## src/rtl/io_port_ctrl_pkg.sv

```systemverilog
// Shared types and default widths for the character I/O port controller.
package io_port_ctrl_pkg;

  localparam int WORD_W = 18;
  localparam int CHAR_W = 8;

  typedef enum logic {
    IDLE = 1'b0,
    SEND = 1'b1
  } out_state_e;

endpackage

```

## src/rtl/io_out_fifo.sv

```systemverilog
// Synchronous FIFO buffering outgoing characters between OUTR writes and the device.
module io_out_fifo
  import io_port_ctrl_pkg::*;
#(
  parameter int W     = CHAR_W,
  parameter int DEPTH = 4
) (
  input  logic                     clk,
  input  logic                     rst,
  input  logic                     push_i,
  input  logic                     pop_i,
  input  logic [W-1:0]             wdata_i,
  output logic [W-1:0]             rdata_o,
  output logic                     full_o,
  output logic                     empty_o,
  output logic [$clog2(DEPTH):0]   count_o
);

  localparam int PTR_W = $clog2(DEPTH);
  localparam int CNT_W = PTR_W + 1;

  logic [W-1:0]     mem_q [DEPTH];
  logic [PTR_W-1:0] wr_ptr_q, rd_ptr_q;
  logic [CNT_W-1:0] count_q;
  logic             do_push, do_pop;

  assign full_o  = (count_q == CNT_W'(DEPTH));
  assign empty_o = (count_q == '0);
  assign count_o = count_q;
  assign rdata_o = mem_q[rd_ptr_q];

  // A push while full is dropped even if a pop frees a slot on the same edge.
  assign do_push = push_i & ~full_o;
  assign do_pop  = pop_i & ~empty_o;

  always_ff @(posedge clk or negedge rst) begin
    if (!rst) begin
      wr_ptr_q <= '0;
      rd_ptr_q <= '0;
      count_q  <= '0;
    end else begin
      if (do_push) wr_ptr_q <= wr_ptr_q + PTR_W'(1);
      if (do_pop)  rd_ptr_q <= rd_ptr_q + PTR_W'(1);
      case ({do_push, do_pop})
        2'b10:   count_q <= count_q + CNT_W'(1);
        2'b01:   count_q <= count_q - CNT_W'(1);
        default: count_q <= count_q;
      endcase
    end
  end

  always_ff @(posedge clk) begin
    if (do_push) mem_q[wr_ptr_q] <= wdata_i;
  end

endmodule

```

## src/rtl/io_port_ctrl.sv

```systemverilog
// Character I/O front end: input holding register, buffered output serialiser, interrupt request.
// Define IO_PORT_IRQ_EN to generate irq from the flags; otherwise irq is tied low.
module io_port_ctrl
  import io_port_ctrl_pkg::*;
#(
  parameter int DATA_W    = WORD_W,
  parameter int DEV_W     = CHAR_W,
  parameter int OUT_DEPTH = 4
) (
  input  logic              clk,
  input  logic              rst,
  input  logic              inpr_read,
  output logic [DATA_W-1:0] inpr_data,
  output logic              flg_i,
  input  logic              outr_write,
  input  logic [DATA_W-1:0] outr_data,
  output logic              flg_o,
  input  logic              glob_ie,
  input  logic              en_i,
  input  logic              en_o,
  output logic              irq,
  input  logic              dev_in_valid,
  input  logic [DEV_W-1:0]  dev_in_data,
  output logic              dev_in_ready,
  output logic              dev_out_valid,
  output logic [DEV_W-1:0]  dev_out_data,
  input  logic              dev_out_ready
);

  logic [DATA_W-1:0] inpr_q;
  logic              flg_i_q;
  out_state_e        state_q, state_d;
  logic              out_valid_q, out_valid_d;
  logic [DEV_W-1:0]  out_data_q, out_data_d;
  logic              fifo_pop, fifo_full, fifo_empty;
  logic [DEV_W-1:0]  fifo_rdata;
  logic [$clog2(OUT_DEPTH):0] unused_fifo_count;
  logic              unused_outr_bits;

  assign unused_outr_bits = ^outr_data;

  assign inpr_data     = inpr_q;
  assign flg_i         = flg_i_q;
  assign dev_in_ready  = ~flg_i_q;
  assign flg_o         = ~fifo_full;
  assign dev_out_valid = out_valid_q;
  assign dev_out_data  = out_data_q;

  // Capture requires flg_i low and clearing requires it high, so they never collide.
  always_ff @(posedge clk or negedge rst) begin
    if (!rst) begin
      inpr_q  <= '0;
      flg_i_q <= 1'b0;
    end else if (dev_in_valid && !flg_i_q) begin
      inpr_q  <= DATA_W'(dev_in_data);
      flg_i_q <= 1'b1;
    end else if (inpr_read && flg_i_q) begin
      flg_i_q <= 1'b0;
    end
  end

  io_out_fifo #(
    .W     (DEV_W),
    .DEPTH (OUT_DEPTH)
  ) u_out_fifo (
    .clk     (clk),
    .rst     (rst),
    .push_i  (outr_write),
    .pop_i   (fifo_pop),
    .wdata_i (outr_data[DEV_W-1:0]),
    .rdata_o (fifo_rdata),
    .full_o  (fifo_full),
    .empty_o (fifo_empty),
    .count_o (unused_fifo_count)
  );

  always_ff @(posedge clk or negedge rst) begin
    if (!rst) begin
      state_q     <= IDLE;
      out_valid_q <= 1'b0;
      out_data_q  <= '0;
    end else begin
      state_q     <= state_d;
      out_valid_q <= out_valid_d;
      out_data_q  <= out_data_d;
    end
  end

  // The output register acts as one extra buffer slot; a handshake refills it on the same edge.
  always_comb begin
    state_d     = state_q;
    out_valid_d = out_valid_q;
    out_data_d  = out_data_q;
    fifo_pop    = 1'b0;
    case (state_q)
      IDLE: begin
        if (!fifo_empty) begin
          fifo_pop    = 1'b1;
          out_data_d  = fifo_rdata;
          out_valid_d = 1'b1;
          state_d     = SEND;
        end
      end
      SEND: begin
        if (dev_out_ready) begin
          if (!fifo_empty) begin
            fifo_pop   = 1'b1;
            out_data_d = fifo_rdata;
          end else begin
            out_valid_d = 1'b0;
            state_d     = IDLE;
          end
        end
      end
      default: begin
        state_d     = IDLE;
        out_valid_d = 1'b0;
      end
    endcase
  end

`ifdef IO_PORT_IRQ_EN
  logic irq_q;

  always_ff @(posedge clk or negedge rst) begin
    if (!rst) irq_q <= 1'b0;
    else      irq_q <= glob_ie & ((en_i & flg_i_q) | (en_o & ~fifo_full));
  end

  assign irq = irq_q;
`else
  logic unused_irq_inputs;

  assign unused_irq_inputs = glob_ie ^ en_i ^ en_o;
  assign irq               = 1'b0;
`endif

endmodule

```

## config.mk

```make
export PLATFORM = sky130hd
export DESIGN_NAME = io_port_ctrl
export DESIGN_NICKNAME = d
export VERILOG_FILES = /design/src/rtl/io_port_ctrl_pkg.sv /design/src/rtl/io_out_fifo.sv /design/src/rtl/io_port_ctrl.sv
export SDC_FILE = /design/constraint.sdc
export NUM_CORES = 1
export LEC_CHECK = 0
export ABC_AREA = 0
export CAP_MARGIN = 20
export CORE_MARGIN = 3
export CORE_UTILIZATION = 35
export CTS_CLUSTER_SIZE = 8
export DETAILED_ROUTE_END_ITERATION = 6
export HOLD_SLACK_MARGIN = 0.06
export PLACE_DENSITY = 0.68
export RECOVER_POWER = 100
export SLEW_MARGIN = 20
export SYNTH_ARGS = -nofsm -noshare
export SYNTH_HDL_FRONTEND = slang
export SYNTH_SLANG_ARGS = --single-unit
```

## constraint.sdc

```tcl
create_clock -name clk -period 3.8 [get_ports clk]
set_clock_uncertainty 0.1 [all_clocks]
set_input_delay 0.38 -clock clk [delete_from_list [all_inputs] [get_ports clk]]
set_output_delay 0.38 -clock clk [all_outputs]
set_load 0.02 [all_outputs]
```

==> results of run 1 <==
## area by class of cell
class                   count  area [um2]  area share, %
flip-flops and latches     58        1610           53.6
multi-input cells          66         659           21.9
repair buffers             42         414           13.8
clock buffers              11         141           4.70
well taps                  77        96.3           3.20
clock inverters             5        53.8           1.79
inverters                   8        30.0          0.999
## metrics by stage
| stage | power, mW | hold slack [ns] | std cells |
|---|---|---|---|
| detailed placement | 1.79 | 0.371 | 251 |
| finish | 2.21 | 0.377 | 267 |
| global placement | 1.76 | 0.359 | 251 |
| CTS | 2.35 | 0.321 | 267 |
| global route | 2.38 | 0.401 | 267 |
| floorplan | 1.52 | -0.0156 | 147 |
## power by group
group          total, mW  internal, mW  switching, mW
clock              0.550         0.318          0.232
combinational      0.681         0.354          0.327
sequential         0.981         0.858          0.123
## Yosys cell counts
| library cell | instances | area (um2) |
|---|---|---|
| fa_1 | 1 | 20.0 |
| nand3_1 | 1 | 5.00 |
| nor2_1 | 1 | 3.75 |
| mux2_4 | 8 | 120 |
| buf_4 | 11 | 82.6 |
| mux2_2 | 9 | 101 |
| xor2_1 | 3 | 26.3 |
| buf_2 | 1 | 5.00 |
| and2_4 | 2 | 17.5 |
| conb_1 | 1 | 3.75 |
| nor2b_1 | 1 | 6.26 |
| and3_1 | 4 | 25.0 |
| or3_4 | 1 | 11.3 |
| mux4_2 | 8 | 180 |
| nand2b_1 | 2 | 12.5 |
| buf_6 | 1 | 11.3 |
| ha_1 | 5 | 62.6 |
| o21bai_1 | 1 | 7.51 |
| xnor2_1 | 3 | 26.3 |
| nand2_1 | 1 | 3.75 |
| clkbuf_1 | 2 | 7.51 |
| or3b_1 | 1 | 8.76 |
| mux2i_1 | 1 | 10.0 |
| inv_1 | 8 | 30.0 |
| edfxtp_1 | 32 | 961 |
| dfrtp_1 | 26 | 651 |
| a21oi_1 | 2 | 10.0 |
## metal layers
metal  routed length (um)  track usage (%)  vias up
li1                     -                -      568
met1                 1690             13.7      597
met2                 1810             17.1       48
met3                  339             5.90        6
met4                   55             4.47        0
met5                    0                0        -
## how the worst max path moves through the flow
stage	startpoint	slack [ns]	to	cells after the start
after floorplan	u_out_fifo.count_o[0]$_DFFE_PN0P_	1.52	u_out_fifo.count_o[2]$_DFFE_PN0P_	9
after global placement	dev_out_ready	1.29	u_out_fifo.count_o[2]$_DFFE_PN0P_	9
after detailed placement	dev_out_ready	1.25	u_out_fifo.count_o[2]$_DFFE_PN0P_	9
after CTS	u_out_fifo.count_o[1]$_DFFE_PN0P_	1.43	u_out_fifo.count_o[2]$_DFFE_PN0P_	9
after global routing	dev_out_ready	0.95	u_out_fifo.count_o[2]$_DFFE_PN0P_	9
final	dev_out_ready	1.11	u_out_fifo.count_o[2]$_DFFE_PN0P_	9
## sequential cells by signal, indices dropped and copies added (netlist names)
name                 cells
dev_out_data             8
inpr_data                8
flg_i                    1
dev_out_valid            1
u_out_fifo.mem_q        32
u_out_fifo.wr_ptr_q      2
u_out_fifo.count_o       3
u_out_fifo.rd_ptr_q      2
state_q                  1
## cell families after synthesis
logic type | after synthesis
flops | 58
mux | 26
buf+inv | 23
simple gates | 14
fa+ha+maj | 6
xor+xnor | 6
compound gates | 3
other cells | 1
==> metrics.md, run 1 <==
| Metric | Value |
|---|---|
| Status | completed |
| Max Cap Viol | 0 |
| YS warnings | 0 |
| Final instance area | 3010 um2 |
| Vias in the first global route | 1,311 |
| # DRC | 0 |
| Largest net degree at the start of global routing | 27 |
| Min Clock Period, post-route | 2.69 ns |
| Worst path slowest cell | and2_0 |
| Cell mode on critical path | xor2_1 |
| Largest family of logic cells by synthesized area | multiplexers |
| Worst r2r src | u_out_fifo.count_o[0]$_DFFE_PN0P_ |
| Crit Path Category | in2reg |
| DP HPWL | 2660 um |
| Setup repair after global routing missed its margin | no |
| Boundary Pins | 66 |
| GPL Wtd Cong | 0.706 |
| Synth cell types | 27 |
| Die area | 7920 um2 |
| Max-slew headroom | 5.67% |
| Global Route Usage Sum | 11.3% |
| Clock Sink Count | 58 |
| Leading cell type in the layout, fill and taps excluded | edfxtp_1 |
| Core Region | 6490 um2 |
| Max Transition Viols Final | 0 |
| Mux cell area share after synthesis | 17.1% |
| Total negative slack | 0 ns |
| Adder-Cell Fraction of Synth Area | 3.43% |
| Crit path largest cell delay | 0.61 ns |
| Fmax | 372 MHz |
| HP Start | u_out_fifo.count_o[2]$_DFFE_PN0P_ |
| Clock Latency Late Sink | 0.33 ns |
| Top delay family on crit path | simple AND/OR/NAND/NOR gates |
| CP max FO | 10 |
| Crit path buffers/inverters | 2 |
| Pre-CTS setup slack | 1.25 ns |
| Leak Pwr | 1.18 nW |
| Syn avg cell area | 17.6 um2 |
| Longest Clk Path Bufs | 2 |
| Seq/Total Area, Yosys | 66.9% |
| DP Area | 2860 um2 |
| Share of cells above drive strength 1 | 18.4% |
| Die W | 89.0 um |
| Diodes inserted | 0 |
| Chip height | 89.0 um |
| Post-Synthesis Cells | 137 |
| # rows | 29 |
| Hold Path Stages | 1 |
| CTS H-Tree Depth | 3 |
| Post-Syn Area | 2410 um2 |
| Worst slew pin tran | 1.41 ns |
| DR iter-0 viols | 56 |
| Final wirelength | 3890 um |
| Critical-path cell list | dlygate4sd3_1 -> nand2b_1 -> and2_0 -> ha_1 -> inv_1 -> fa_1 -> xor2_1 -> nor2_1 -> xor2_1 |
| Final setup violation count | 0 |
| Starting Density | 37.1% |
| Hold-fix buffer count after cts | 0 |
| First-pass GRT wire length | 6350 um |
| Most frequent cells in the layout | 32 x edfxtp_1, 31 x dlygate4sd3_1, 26 x dfrtp_1 |
| Antenna violations before repair | 0 |
| # resized after CTS | 0 |
| Final Net Count | 226 |
| Core Util, Final | 46.3% |
| Max rail drop VDD | 0.253 mV |
| Routed wire per std cell | 14.6 um |
| Simple-Gate Fraction of Synth Area | 3.89% |
| Hold Path Class | reg2reg |
| XOR/XNOR Fraction of Synth Area | 2.18% |
| Clock-pin transition on the worst setup and hold timing paths | 0.06 ns |
| Period utilisation layout | 70.7% |
| Critical path endpoint category | flip-flop |
| Congestion Overflow GR | 0 |
| DR vias | 1,219 |
| Root Driver | clkbuf_8 |
| FILL cells | 552 |
| Via/cell ratio | 4.57 |
| Hold Vio Cnt, Final | 0 |
| Worst path required time | 3.95 ns |
| Port Buffers | 41 |
| R2r worst-path depth | 8 |
| Final ANT Viol Nets | 0 |
| Worst reg-to-reg setup slack | 1.28 ns |
| Cts bufs inserted | 9 |
| Hold Path Sink | u_out_fifo.count_o[2]$_DFFE_PN0P_ |
| Drt first pass iters | 4 |
| FF+latch count, synth | 58 |
| PwrDens | 736 nW/um2 |
| Worst Path Arrival | 2.84 ns |
| Post-CTS setup buffers | 0 |
| Setup WS post-layout | 1.11 ns |
| Critical Path Source Type | input port |
| Compound-cell area share of the yosys netlist | 0.727% |
| R2r endpoint | u_out_fifo.count_o[2]$_DFFE_PN0P_ |
| TritonCTS clock tree | yes |
| Area delta synth->final | 24.8% |
(Power assumes the default switching activity.)
==> run 2: changes to the inputs <==
==> constraint.sdc (replaced) <==
create_clock -name clk -period 2.75 [get_ports clk]
set_clock_uncertainty 0.1 [all_clocks]
set_input_delay 0.275 -clock clk [delete_from_list [all_inputs] [get_ports clk]]
set_output_delay 0.275 -clock clk [all_outputs]
set_load 0.02 [all_outputs]
==> run 2 against run 1 <==
Effect of this change: sequential share of layout area shrank 0.11 points; cell area is 0.21% higher; worst hold slack about the same; non-clock buffer count is 1 higher.
==> metrics.md, run 2 (synthesis results as in run 1) <==
| Metric | Value |
|---|---|
| GR peak layer | met2 (unchanged) |
| Vias in the first global route | 1,304 (was 1,311) |
| Port Buffers | 41 (unchanged) |
| Worst r2r src | u_out_fifo.count_o[0]$_DFFE_PN0P_ (unchanged) |
| Cts bufs inserted | 9 (unchanged) |
| Leak Pwr | 1.17 nW (was 1.18 nW) |
| Drt first pass iters | 4 (unchanged) |
| Setup repair after global routing missed its margin | no (unchanged) |
| Worst reg-to-reg setup slack | 0.37 ns (was 1.28 ns) |
| # DRC | 0 (unchanged) |
| Die W | 89.0 um (unchanged) |
| Worst path required time | 2.89 ns (was 3.95 ns) |
| Clock network power share | 24.8% (was 24.9%) |
| Final wirelength | 3990 um (was 3890 um) |
| DP HPWL | 2780 um (was 2660 um) |
| Status | completed (unchanged) |
| First-pass GRT wire length | 6300 um (was 6350 um) |
| CP max FO | 6 (was 10) |
| Leading cell type in the layout, fill and taps excluded | edfxtp_1 (unchanged) |
| Setup crit start | u_out_fifo.count_o[0]$_DFFE_PN0P_ (was dev_out_ready) |
| Internal power | 2.11 mW (was 1.53 mW) |
| Sw Ratio | 30.9% (about the same) |
| Post-route non-filler standard cell count | 268 (was 267) |
| Worst Path Arrival | 2.52 ns (was 2.84 ns) |
| Period utilisation layout | 86.5% |
| Switch Pwr | 944 uW (was 683 uW) |
| Global Route Usage Sum | 11.0% (was 11.3%) |
| Root Driver | clkbuf_8 (unchanged) |
| Core Region | 6490 um2 (unchanged) |
| Combinational power share | 30.9% (was 30.8%) |
| Max Transition Viols Final | 0 (unchanged) |
| Crit path largest cell delay | 0.46 ns (was 0.61 ns) |
| Hold Path Class | reg2reg (unchanged) |
| Crit Path Category | reg2reg (was in2reg) |
| Total negative slack | 0 ns (unchanged) |
| Largest net degree at the start of global routing | 27 (unchanged) |
| Boundary Pins | 66 (unchanged) |
| Hold-fix buffer count after cts | 0 (unchanged) |
| Post-CTS setup buffers | 0 (unchanged) |
| Starting Density | 37.1% (unchanged) |
| Via/cell ratio | 4.60 (was 4.57) |
| Final ANT Viol Nets | 0 (unchanged) |
| Max Cap Viol | 0 (unchanged) |
| # rows | 29 (unchanged) |
| Routed wire per std cell | 14.9 um (was 14.6 um) |
| Die area | 7920 um2 (unchanged) |
| Clock-pin transition on the worst setup and hold timing paths | 0.06 ns (about the same) |
| Clock Latency Late Sink | 0.32 ns (was 0.33 ns) |
| Core Util, Final | 46.4% (was 46.3%) |
| DR vias | 1,234 (was 1,219) |
| PwrDens | 1010 nW/um2 (was 736 nW/um2) |
| Worst path slowest cell | or3b_1 (was and2_0) |
| GPL Wtd Cong | 0.738 (was 0.706) |
| DR iter-0 viols | 55 (was 56) |
| CTS H-Tree Depth | 3 (unchanged) |
| Worst slew pin tran | 1.46 ns (was 1.41 ns) |
| Area delta synth->final | 25.0% (was 24.8%) |
| Diodes inserted | 0 (unchanged) |
| Hold Vio Cnt, Final | 0 (unchanged) |
| Top delay family on crit path | simple AND/OR/NAND/NOR gates (unchanged) |
| Max reg flops | 32 (unchanged) |
| Share of cells above drive strength 1 | 16.8% (was 18.4%) |
| Final setup violation count | 0 (unchanged) |
| Critical path endpoint category | flip-flop (unchanged) |
| Critical-path cell list | or3b_1 -> and2_0 -> inv_1 -> ha_1 -> inv_1 -> fa_1 -> xor2_1 -> nor2_1 -> xor2_1 (was dlygate4sd3_1 -> nand2b_1 -> and2_0 -> ha_1 -> inv_1 -> fa_1 -> xor2_1 -> nor2_1 -> xor2_1) |
| Most frequent cells in the layout | 32 x edfxtp_1, 29 x dlygate4sd3_1, 26 x dfrtp_1 (was 32 x edfxtp_1, 31 x dlygate4sd3_1, 26 x dfrtp_1) |
| Clock Sink Count | 58 (unchanged) |
| Met2 Use GR | 17.3% (was 17.1%) |
| Fmax | 420 MHz |
| TritonCTS clock tree | yes (unchanged) |
| Crit path buffers/inverters | 2 (unchanged) |
| Critical Path Source Type | flip-flop (was input port) |
| Met3 GRT Util | 4.42% (was 5.90%) |
| Min Clock Period, post-route | 2.38 ns |
| Chip height | 89.0 um (unchanged) |
| Congestion Overflow GR | 0 (unchanged) |
| Antenna violations before repair | 0 (unchanged) |
| Final Net Count | 227 (was 226) |
| Longest Clk Path Bufs | 2 (unchanged) |
| HP Start | state_q$_DFF_PN0_ (was u_out_fifo.count_o[2]$_DFFE_PN0P_) |
| Biggest register | u_out_fifo.mem_q (unchanged) |
| GR Util met1 | 13.4% (was 13.7%) |
| Fraction of power consumed by sequential logic | 44.4% (was 44.3%) |
| # resized after CTS | 0 (unchanged) |
| Max-slew headroom | 2.88% (was 5.67%) |
| Placed Cells | 252 (was 251) |
| Max rail drop VDD | 0.325 mV (was 0.253 mV) |
==> run 2: changes by cell type in the layout (fill, tap and decap cells not counted), moves of 2 or more <==
cell / before / now
dlygate4sd3_1: 31 / 29
clkinvlp_4: 0 / 2
mux2_1: 5 / 8
clkdlybuf4s50_1: 10 / 12
mux2_2: 12 / 9
clkinv_2: 3 / 1
==> run 2: final timing paths <==
path / cells past startpoint / to
worst max-delay path: 9 / u_out_fifo.count_o[2]$_DFFE_PN0P_
worst min-delay path: 1 / dev_out_valid$_DFFE_PN0P_
worst max register to register: 9 / u_out_fifo.count_o[2]$_DFFE_PN0P_
worst min register to register: 1 / dev_out_valid$_DFFE_PN0P_
max in group asynchronous: 2 / u_out_fifo.count_o[1]$_DFFE_PN0P_
min in group asynchronous: 2 / dev_out_data[3]$_DFFE_PN0P_
==> run 2: per-layer routing <==
metal / up-vias / share of wire [%] / routed length [um]
li1: 572 / - / -
met1: 606 / 43 / 1730
met2: 47 / 47 / 1860
met3: 9 / 7.6 / 304
met4: 0 / 2.1 / 85
met5: - / 0 / 0
==> run 2: cell type report <==
type / count / area (um2)
clock buffer: 11 / 141
clock inverter: 5 / 53.8
fill: 562 / 3480
inverter: 8 / 30.0
multi-input combinational: 66 / 662
sequential: 58 / 1610
tap: 77 / 96.3
timing repair buffer: 43 / 418
==> run 2: per-stage QoR <==
stage / worst slack [ns] / hold slack, ns / power [mW] / area [um2]
6_report: 0.370 / 0.377 / 3.06 / 3010
5_1_grt: 0.217 / 0.392 / 3.26 / 3010
4_1_cts: 0.401 / 0.227 / 3.25 / 3060
3_5_place_dp: 0.430 / 0.370 / 2.48 / 2860
3_3_place_gp: 0.463 / 0.348 / 2.45 / 2860
2_1_floorplan: 0.466 / -0.121 / 2.10 / 2450
==> run 2: power groups by stage <==
| stage | sequential [mW] | clock [mW] | combinational, mW |
|---|---|---|---|
| detailed placement | 1.39 | 0 | 1.09 |
| global placement | 1.38 | 0 | 1.06 |
| CTS | 1.38 | 0.781 | 1.10 |
| global route | 1.40 | 0.820 | 1.04 |
| finish | 1.36 | 0.757 | 0.943 |
| floorplan | 1.41 | 0 | 0.688 |
==> run 3: changes to the inputs <==
--- a/config.mk
+++ b/config.mk
@@ -14,7 +14,7 @@
 export HOLD_SLACK_MARGIN = 0.06
 export PLACE_DENSITY = 0.68
 export RECOVER_POWER = 100
-export SLEW_MARGIN = 20
+export SLEW_MARGIN = 0
 export SYNTH_ARGS = -nofsm -noshare
 export SYNTH_HDL_FRONTEND = slang
 export SYNTH_SLANG_ARGS = --single-unit
==> results of run 3 <==
No change in the layout: final DEF, timing and power equal those of run 2.
